## src/rtl/msdf_pkg.sv

```systemverilog
// ============================================================================
// Module      : msdf_pkg
// Description : Shared digit codes, serializer FSM encoding and digit encode helper.
// Revision    : 1.0
// ============================================================================
`default_nettype none

package msdf_pkg;

    localparam logic [1:0] SD_POS  = 2'b10;
    localparam logic [1:0] SD_NEG  = 2'b01;
    localparam logic [1:0] SD_ZERO = 2'b00;

    localparam logic [1:0] BS_POS  = 2'b01;
    localparam logic [1:0] BS_NEG  = 2'b11;
    localparam logic [1:0] BS_ZERO = 2'b00;

    typedef enum logic [1:0] {
        ST_IDLE = 2'd0,
        ST_SEND = 2'd1,
        ST_GAP  = 2'd2
    } ser_state_t;

    // A set magnitude bit becomes +1 or -1 depending on the operand sign.
    function automatic logic [1:0] encode_digit(
        input logic bs_mode,
        input logic sign,
        input logic mag_bit
    );
        logic [1:0] code;
        if (!mag_bit)
            code = bs_mode ? BS_ZERO : SD_ZERO;
        else if (bs_mode)
            code = sign ? BS_NEG : BS_POS;
        else
            code = sign ? SD_NEG : SD_POS;
        return code;
    endfunction

endpackage

`default_nettype wire

```

## src/rtl/msdf_digit_encoder.sv

```systemverilog
// ============================================================================
// Module      : msdf_digit_encoder
// Description : Combinational {sign, magnitude bit} -> 2-bit signed digit code.
// Revision    : 1.0
// ============================================================================
`default_nettype none

module msdf_digit_encoder
    import msdf_pkg::*;
#(
    parameter string ENCODING_MODE = "signed-digit"
) (
    input  logic       i_sign,
    input  logic       i_bit,
    output logic [1:0] o_digit
);

    localparam bit BS_MODE = (ENCODING_MODE == "borrow-save");

    assign o_digit = encode_digit(BS_MODE, i_sign, i_bit);

endmodule

`default_nettype wire

```

## src/rtl/msdf_operand_serializer.sv

```systemverilog
// ============================================================================
// Module      : msdf_operand_serializer
// Description : Parallel fraction pair -> MSDF signed-digit mbus write frames.
//               Define MSDF_SER_BACK2BACK_EN to drop the inter-frame idle cycle.
// Revision    : 1.0
// ============================================================================
`default_nettype none

module msdf_operand_serializer
    import msdf_pkg::*;
#(
    parameter logic [7:0] RADIX_MODE    = 8'd1,
    parameter string      ENCODING_MODE = "signed-digit",
    parameter logic [7:0] DATA_WIDTH    = 8'd2,
    parameter logic [7:0] ACCURATE_SET  = 8'd8
) (
    input  logic                  i_clk,
    input  logic                  i_rstn,
    input  logic                  i_load_valid,
    output logic                  o_load_ready,
    input  logic [ACCURATE_SET:0] i_load_x,
    input  logic [ACCURATE_SET:0] i_load_y,
    output logic                  o_mbus_wen,
    output logic [1:0]            o_mbus_wdata_x,
    output logic [1:0]            o_mbus_wdata_y,
    output logic                  o_mbus_wvalid,
    output logic                  o_mbus_wlast,
    output logic                  o_sat
);

    localparam int N     = int'(ACCURATE_SET);
    localparam int CNT_W = $clog2(N + 1);
    localparam logic [CNT_W-1:0] CNT_ONE  = CNT_W'(1);
    localparam logic [CNT_W-1:0] CNT_LAST = CNT_W'(N);

`ifdef MSDF_SER_BACK2BACK_EN
    localparam bit         B2B          = 1'b1;
    localparam ser_state_t ST_FRAME_END = ST_IDLE;
`else
    localparam bit         B2B          = 1'b0;
    localparam ser_state_t ST_FRAME_END = ST_GAP;
`endif

    generate
        if (RADIX_MODE != 8'd1) begin : g_bad_radix
            $error("msdf_operand_serializer: only RADIX_MODE 1 is supported");
        end
        if (DATA_WIDTH != 8'd2) begin : g_bad_width
            $error("msdf_operand_serializer: DATA_WIDTH must be 2");
        end
        if (ACCURATE_SET == 8'd0) begin : g_bad_n
            $error("msdf_operand_serializer: ACCURATE_SET must be at least 1");
        end
        if (ENCODING_MODE != "signed-digit" && ENCODING_MODE != "borrow-save") begin : g_bad_enc
            $error("msdf_operand_serializer: unknown ENCODING_MODE");
        end
    endgenerate

    ser_state_t       r_state;
    logic [CNT_W-1:0] r_cnt;
    logic             r_load_ready;
    logic [N-1:0]     r_sh_x, r_sh_y;
    logic             r_sign_x, r_sign_y;
    logic             r_wen, r_wvalid, r_wlast, r_sat;
    logic [1:0]       r_wdata_x, r_wdata_y;

    logic             w_accept;
    logic [N-1:0]     w_neg_x, w_neg_y, w_mag_x, w_mag_y;
    logic             w_sat_x, w_sat_y;
    logic             w_enc_sign_x, w_enc_sign_y, w_enc_bit_x, w_enc_bit_y;
    logic [1:0]       w_digit_x, w_digit_y;
    logic [CNT_W-1:0] w_cnt_nxt;

    assign w_accept = i_load_valid & r_load_ready;

    // -1 has no positive counterpart; clamp its magnitude to all ones.
    assign w_neg_x = ~i_load_x[N-1:0] + N'(1);
    assign w_neg_y = ~i_load_y[N-1:0] + N'(1);
    assign w_sat_x = i_load_x[N] & ~(|i_load_x[N-1:0]);
    assign w_sat_y = i_load_y[N] & ~(|i_load_y[N-1:0]);
    assign w_mag_x = w_sat_x ? {N{1'b1}} : (i_load_x[N] ? w_neg_x : i_load_x[N-1:0]);
    assign w_mag_y = w_sat_y ? {N{1'b1}} : (i_load_y[N] ? w_neg_y : i_load_y[N-1:0]);

    // Digit 1 comes straight from the incoming operand, later digits from the shifters.
    assign w_enc_sign_x = w_accept ? i_load_x[N]    : r_sign_x;
    assign w_enc_sign_y = w_accept ? i_load_y[N]    : r_sign_y;
    assign w_enc_bit_x  = w_accept ? w_mag_x[N-1]   : r_sh_x[N-1];
    assign w_enc_bit_y  = w_accept ? w_mag_y[N-1]   : r_sh_y[N-1];

    assign w_cnt_nxt = r_cnt + CNT_ONE;

    msdf_digit_encoder #(.ENCODING_MODE(ENCODING_MODE)) u_enc_x (
        .i_sign  (w_enc_sign_x),
        .i_bit   (w_enc_bit_x),
        .o_digit (w_digit_x)
    );

    msdf_digit_encoder #(.ENCODING_MODE(ENCODING_MODE)) u_enc_y (
        .i_sign  (w_enc_sign_y),
        .i_bit   (w_enc_bit_y),
        .o_digit (w_digit_y)
    );

    // The state leads the registered outputs: it leaves SEND on the edge
    // that registers digit N, so GAP coincides with the wlast cycle.
    always_ff @(posedge i_clk) begin
        if (!i_rstn) begin
            r_state      <= ST_IDLE;
            r_cnt        <= '0;
            r_load_ready <= 1'b1;
            r_sh_x       <= '0;
            r_sh_y       <= '0;
            r_sign_x     <= 1'b0;
            r_sign_y     <= 1'b0;
            r_wen        <= 1'b0;
            r_wvalid     <= 1'b0;
            r_wlast      <= 1'b0;
            r_wdata_x    <= 2'b00;
            r_wdata_y    <= 2'b00;
            r_sat        <= 1'b0;
        end else if (w_accept) begin
            r_cnt     <= CNT_ONE;
            r_sh_x    <= w_mag_x << 1;
            r_sh_y    <= w_mag_y << 1;
            r_sign_x  <= i_load_x[N];
            r_sign_y  <= i_load_y[N];
            r_sat     <= w_sat_x | w_sat_y;
            r_wen     <= 1'b1;
            r_wvalid  <= 1'b1;
            r_wlast   <= (N == 1);
            r_wdata_x <= w_digit_x;
            r_wdata_y <= w_digit_y;
            if (N == 1) begin
                r_state      <= ST_FRAME_END;
                r_load_ready <= B2B;
            end else begin
                r_state      <= ST_SEND;
                r_load_ready <= 1'b0;
            end
        end else begin
            case (r_state)
                ST_SEND: begin
                    r_cnt     <= w_cnt_nxt;
                    r_sh_x    <= r_sh_x << 1;
                    r_sh_y    <= r_sh_y << 1;
                    r_wdata_x <= w_digit_x;
                    r_wdata_y <= w_digit_y;
                    r_wlast   <= (w_cnt_nxt == CNT_LAST);
                    if (w_cnt_nxt == CNT_LAST) begin
                        r_state      <= ST_FRAME_END;
                        r_load_ready <= B2B;
                    end
                end
`ifndef MSDF_SER_BACK2BACK_EN
                ST_GAP: begin
                    r_state      <= ST_IDLE;
                    r_load_ready <= 1'b1;
                    r_wen        <= 1'b0;
                    r_wvalid     <= 1'b0;
                    r_wlast      <= 1'b0;
                    r_wdata_x    <= 2'b00;
                    r_wdata_y    <= 2'b00;
                end
`endif
                default: begin
                    r_state      <= ST_IDLE;
                    r_load_ready <= 1'b1;
                    r_wen        <= 1'b0;
                    r_wvalid     <= 1'b0;
                    r_wlast      <= 1'b0;
                    r_wdata_x    <= 2'b00;
                    r_wdata_y    <= 2'b00;
                end
            endcase
        end
    end

    assign o_load_ready   = r_load_ready;
    assign o_mbus_wen     = r_wen;
    assign o_mbus_wvalid  = r_wvalid;
    assign o_mbus_wlast   = r_wlast;
    assign o_mbus_wdata_x = r_wdata_x;
    assign o_mbus_wdata_y = r_wdata_y;
    assign o_sat          = r_sat;

endmodule

`default_nettype wire

```

## config.mk

```make
export PLATFORM = sky130hd
export DESIGN_NAME = msdf_operand_serializer
export DESIGN_NICKNAME = d
export VERILOG_FILES = /design/src/rtl/msdf_pkg.sv /design/src/rtl/msdf_digit_encoder.sv /design/src/rtl/msdf_operand_serializer.sv
export SDC_FILE = /design/constraint.sdc
export NUM_CORES = 1
export LEC_CHECK = 0
export ABC_AREA = 1
export ABC_CLOCK_PERIOD_IN_PS = 3650
export CORE_UTILIZATION = 50
export CTS_CLUSTER_SIZE = 28
export DETAILED_ROUTE_END_ITERATION = 10
export PLACE_DENSITY = 0.85
export SETUP_SLACK_MARGIN = 0.5
export SLEW_MARGIN = 10
export SYNTH_ARGS = -nofsm -noshare
export SYNTH_HDL_FRONTEND = slang
export SYNTH_SLANG_ARGS = --single-unit
```

## constraint.sdc

```tcl
create_clock -name i_clk -period 3.65 [get_ports i_clk]
set_clock_uncertainty 0.05 [all_clocks]
set_input_delay 0.9125 -clock i_clk [delete_from_list [all_inputs] [get_ports i_clk]]
set_output_delay 0.9125 -clock i_clk [all_outputs]
set_load 0.02 [all_outputs]
```

; Word level (Yosys, flattened, before mapping)
; Index checks and enable logic that the tools add are counted.
[word_totals]
wordCells = 66
regBits = 30
[op_classes]
n_eq_ne = 4
muxes = 30
bitwise = 10
addsub = 3
n_reduce_logical = 5
[op_table]
columns = op, n
row1 = $mux 8, 8
row2 = $add 8x1->8 const B, 2
row3 = $mux 2, 8
row4 = $not 8->8, 2
row5 = $reduce_or 8->1, 2
row6 = $mux 1, 14
row7 = $add 4x1->4 const B, 1
row8 = $eq 4x4->1 const B, 1
row9 = $not 1->1, 4
row10 = $and 1x1->1, 3
row11 = $ne 3x3->1 const B, 1
row12 = $reduce_or 3->1, 1
row13 = $eq 2x1->1 const B, 1
row14 = $ne 2x2->1 const B, 1
row15 = $reduce_bool 2->1, 1
row16 = $reduce_or 2->1, 1
row17 = $or 1x1->1, 1

; Depth between registers and ports, before layout
[logic_depth]
ltp_word = 8
ltp_mapped = 10
ltp_nobuf = 10

; Cells and area by module
; From an unflattened synthesis, not the netlist that was laid out.
[hier_totals]
cells_unflattened = 268
area_unflattened_um2 = 1806.7
[by_module_without_submodules]
columns = mod, area_each_um2, seq_area_each_um2, cells_per_inst, instances
row1 = msdf_operand_serializer, 1771.7, 600.6, 260, 1
row2 = msdf_digit_encoder, 17.5, 0.0, 4, 2

; Worst setup path after synthesis
; No wires, ideal clock.
[synth_timing]
path_type = input to register
startpoint = input i_load_x[0]
endpoint = register r_sh_x[6]
path_buffers = 0
setup_time_ps = 68
path_stages = 10
setup_slack_ps = 1777
arrival_time_ps = 1755
cell_sequence = inv_1 -> ha_1 -> inv_1 -> nor2_1 -> nand2_1 -> nor2_4 -> inv_2 -> nand3_1 -> nand2_1 -> a21oi_2
[synth_between]
elab_chain_len = 5
elab_cells_between_ends = 8
cone_classes = 1 x add/sub / 3 x mux / 3 x bitwise / 1 x reduce/logical
[synth_lines]
columns = item, line_no
row1 = from (decl), msdf_operand_serializer.sv:21  ; input logic [ACCURATE_SET:0] i_load_x,
row2 = $not 8->8 or $reduce_or 8->1 (tied branches), "msdf_operand_serializer.sv:77, msdf_operand_serializer.sv:79"
row3 = $add 8x1->8 or $not 1->1 (tied branches), "msdf_operand_serializer.sv:77, msdf_operand_serializer.sv:79"
row4 = $mux 8 or $and 1x1->1 (tied branches), "msdf_operand_serializer.sv:81, msdf_operand_serializer.sv:79"
row5 = $mux 8 (*), msdf_operand_serializer.sv:81  ; assign w_mag_x = w_sat_x ? {N{1'b1}} : (i_load_x[N] ? w_neg_x : i_load_x[N-1:0]);
row6 = $mux 8 (*), msdf_operand_serializer.sv:121  ; end else if (w_accept) begin
row7 = to (signal assigned), msdf_operand_serializer.sv:123  ; r_sh_x <= w_mag_x << 1;
row8 = to (signal assigned), msdf_operand_serializer.sv:144  ; r_sh_x <= r_sh_x << 1;
row9 = to (decl), msdf_operand_serializer.sv:62  ; logic [N-1:0] r_sh_x, r_sh_y;
; Every way passes the cells marked *; elsewhere a longest branch is shown, timed or not.
; A chain may end at the register's enable or synchronous reset.

; Final worst setup path
[layout_timing]
startpoint = register r_load_ready, in the netlist o_load_ready
endpoint = output o_load_ready
[layout_rtl]
columns = item, line_no
row1 = from (decl), msdf_operand_serializer.sv:61  ; logic r_load_ready;
row2 = from (signal assigned), msdf_operand_serializer.sv:110  ; r_load_ready <= 1'b1;
row3 = from (signal assigned), msdf_operand_serializer.sv:135  ; r_load_ready <= B2B;
row4 = from (signal assigned), msdf_operand_serializer.sv:138  ; r_load_ready <= 1'b0;
row5 = to (decl), msdf_operand_serializer.sv:20  ; output logic o_load_ready,
; No word-level cell between the ends.

==> impl_results.md <==
* Worst R2R Path Depth at 7
* RSZ-0062 raised after global routing: no
* # clock sinks at 30
* Starting Density at 52.8%
* Synthesis-to-finish area growth at 20.0%
* Pre-CTS setup slack at 1.19 ns
* Vias in the first global route at 1,447
* # fillers at 328
* Final setup vio count at 0
* Slowest CP cell: clkdlybuf4s50_1
* Final period util at 63.2%
* Post-synthesis compound-gate area fraction at 15.8%
* CP endpoint kind: output pin
* Final hold violation count at 0
* DR vias/cell at 5.00
* Cells after synthesis at 246
* Via count at 1,615
* Max-slew violation count at 0
* Critical Path Fanout Max at 3
* Yosys cell types at 34
* Syn_nets at 270
* H-tree depth at 2
* Actual transition at the worst max-transition pin at 0.463 ns
* Synthesized area per cell at 7.21 sq um
* Slew margin rel. at 69.0%
* Largest family of logic cells by synthesized area: simple AND/OR/NAND/NOR gates
* Slowest Stage Delay on Critical Path at 0.63 ns
* Hold Path Stages at 2
* Simple-gate share of the synthesized area at 33.4%
* Syn Std Cell Area at 1770 sq um
* Clock slew at reported path FFs at 0.09 ns
* CP top delay family: buffers and inverters
* Async set-reset flop share out of synthesis at 0%
* Gr usage total at 20.8%
* Hold path startpoint: r_sh_y[1]
* Crit path launch type: flip-flop
* CP Cell Sequence: clkdlybuf4s50_1
* DP HPWL at 2520 um
* Total grt overflow at 0
* Max clock buf depth at 2
* Leak Pwr at 0.900 nW
* WL per Instance at 10.5 um
* Worst Path Buf+Inv at 1
* Final min period at 2.31 ns
* Setup WS post-layout at 1.34 ns
* Rows at 21
* Yosys top cell area share at 33.9%
* Dpl cells at 315
* Ratio of cells with drive above 1 in the final layout at 13.0%
* Worst EP arrival at 1.35 ns
* Synth warnings at 0
* DR pass1 iterations at 4
* Pin count of the biggest net entering global routing at 20
* Critical path type: flip-flop to output pin
* XOR/XNOR Fraction of Synth Area at 1.97%
* Peak supply drop at 0.000493 V
* Worst Path Required at 2.69 ns
* Synth area leaders: dfxtp_1 34%, nand2_1 9.5%, inv_1 7.4%, nand3_1 5.4%, a21oi_1 4.5%
* Worst R2R End: o_mbus_wdata_x[0]
* Post-CTS Setup Inserts at 0
* DIE AREA at 3790 sq um
* Inserted Diodes at 0
* Post_cts resized at 0
* Worst Hold End: r_sh_y[1]
* Die H at 61.6 um
* Clock Latency Late Sink at 0.33 ns
* Hold Path Class: flip-flop to flip-flop
* Worst reg2reg path startpoint: o_load_ready
* Most common cell after layout, fill and taps aside: nand2_1
* Commonest cells after routing, fill and taps aside: 45 x nand2_1, 35 x inv_1, 30 x dfxtp_1, 29 x clkdlybuf4s50_1, 21 x nor2_1
* Post-route core utilization at 63.3%
* Reg2Reg Setup Slack at 2.40 ns
* Mux cell area share after synthesis at 0.564%
* Cell taking the most area after synthesis: dfxtp_1
* Die width at 61.6 um
* MaxCap Viol Count at 0
* IO Port Bufs at 29
* Initial antenna violation count at 0
* Drt initial violations at 73
* Post-route ant nets at 0
* Sequential area share after synthesis at 33.9%
* First-pass GRT wire length at 5880 um
* Drt drc at 0
* Outcome: finished clean
* NumNets Final at 300
* Pwr dens at 349 nW/um^2
* CTS tree: done
* Fin Setup TNS at 0 ns
* Top-level I/O count at 30
* Post-Synth Adder-Cell Area at 2.12%
* Core area at 3360 sq um
* Layout Cells excl Fill at 323
* FMAX at 433 MHz
* RePlAce Congestion at 0.802
* Seq cells post-synth at 30
* Prevailing post-synth register cell: dfxtp_1
* CTS root buf: clkbuf_4
* Number of synthesized flops with an enable pin at 0
* CTS Hold Bufs at 0
* Cts bufs inserted at 5
* Final WL at 3380 um
[Yosys cell counts, drive strengths merged (2+ instances only)]
master / n
ha: 3
dfxtp: 30
nand4: 2
xnor2: 3
nor3: 2
inv: 42
nand2: 50
nand3b: 5
a21oi: 18
buf: 6
o22ai: 9
nor2: 29
o21ai: 20
nand3: 23
[routing by layer]
| metal | part of all wire, % | global-route usage [%] | up-vias |
|---|---|---|---|
| li1 | - | - | 856 |
| met1 | 48 | 26.1 | 730 |
| met2 | 48 | 35.6 | 24 |
| met3 | 3.4 | 5.67 | 5 |
| met4 | 1.1 | 4.76 | 0 |
| met5 | 0 | 0 | - |
[metrics by stage]
step           instance area (sq um)  hold WS (ns)  total power, mW
6_report                        2130         0.429            0.743
5_1_grt                         2130         0.460            0.784
4_1_cts                         2130         0.433            0.748
3_5_place_dp                    2070         0.420            0.546
3_3_place_gp                    2070         0.403            0.543
2_1_floorplan                   1770         0.394            0.494
[worst max-delay path by stage]
stage | depth (start not counted) | to | slack, ns | from
5_1_grt | 1 | o_load_ready | 1.26 | o_load_ready
4_1_cts | 1 | o_load_ready | 1.32 | o_load_ready
3_5_place_dp | 11 | r_sh_x[4] | 1.19 | i_load_x[0]
3_3_place_gp | 11 | r_sh_x[4] | 1.21 | i_load_x[0]
6_report | 1 | o_load_ready | 1.34 | o_load_ready
2_1_floorplan | 10 | r_sh_x[6] | 1.78 | i_load_x[0]
[report_power, final]
group          leakage, nW  internal, mW  switching [mW]
logic                0.619        0.0751           0.106
clock network       0.0353        0.0932           0.110
registers            0.246         0.349         0.00960
[area by class of cell]
class	instances	area (sq um)	area share, %
clock buffer	7	55.1	2.59
sequential	30	601	28.2
tap	46	57.6	2.70
timing repair buffer	29	290	13.6
multi-input combinational	168	956	44.9
clock inverter	1	5.00	0.235
inverter	42	165	7.76
[registers in the layout, summed over array words and instances (netlist names)]
| name | count |
|---|---|
| r_sh_x | 7 |
| r_sign_x | 1 |
| o_sat | 1 |
| r_sign_y | 1 |
| o_mbus_wvalid | 1 |
| o_mbus_wdata_y | 2 |
| o_mbus_wdata_x | 2 |
| r_state | 2 |
| r_sh_y | 7 |
| o_mbus_wlast | 1 |
| o_load_ready | 1 |
| r_cnt | 4 |
[kinds of logic after synthesis]
family	Yosys count
AOI/OAI and AO/OA	49
xor gates and xnor gates	4
adders and majority gates	3
buffers and inverters	48
DFF	30
muxes	1
and+or+nand+nor	111
(Power assumes the default switching activity.)
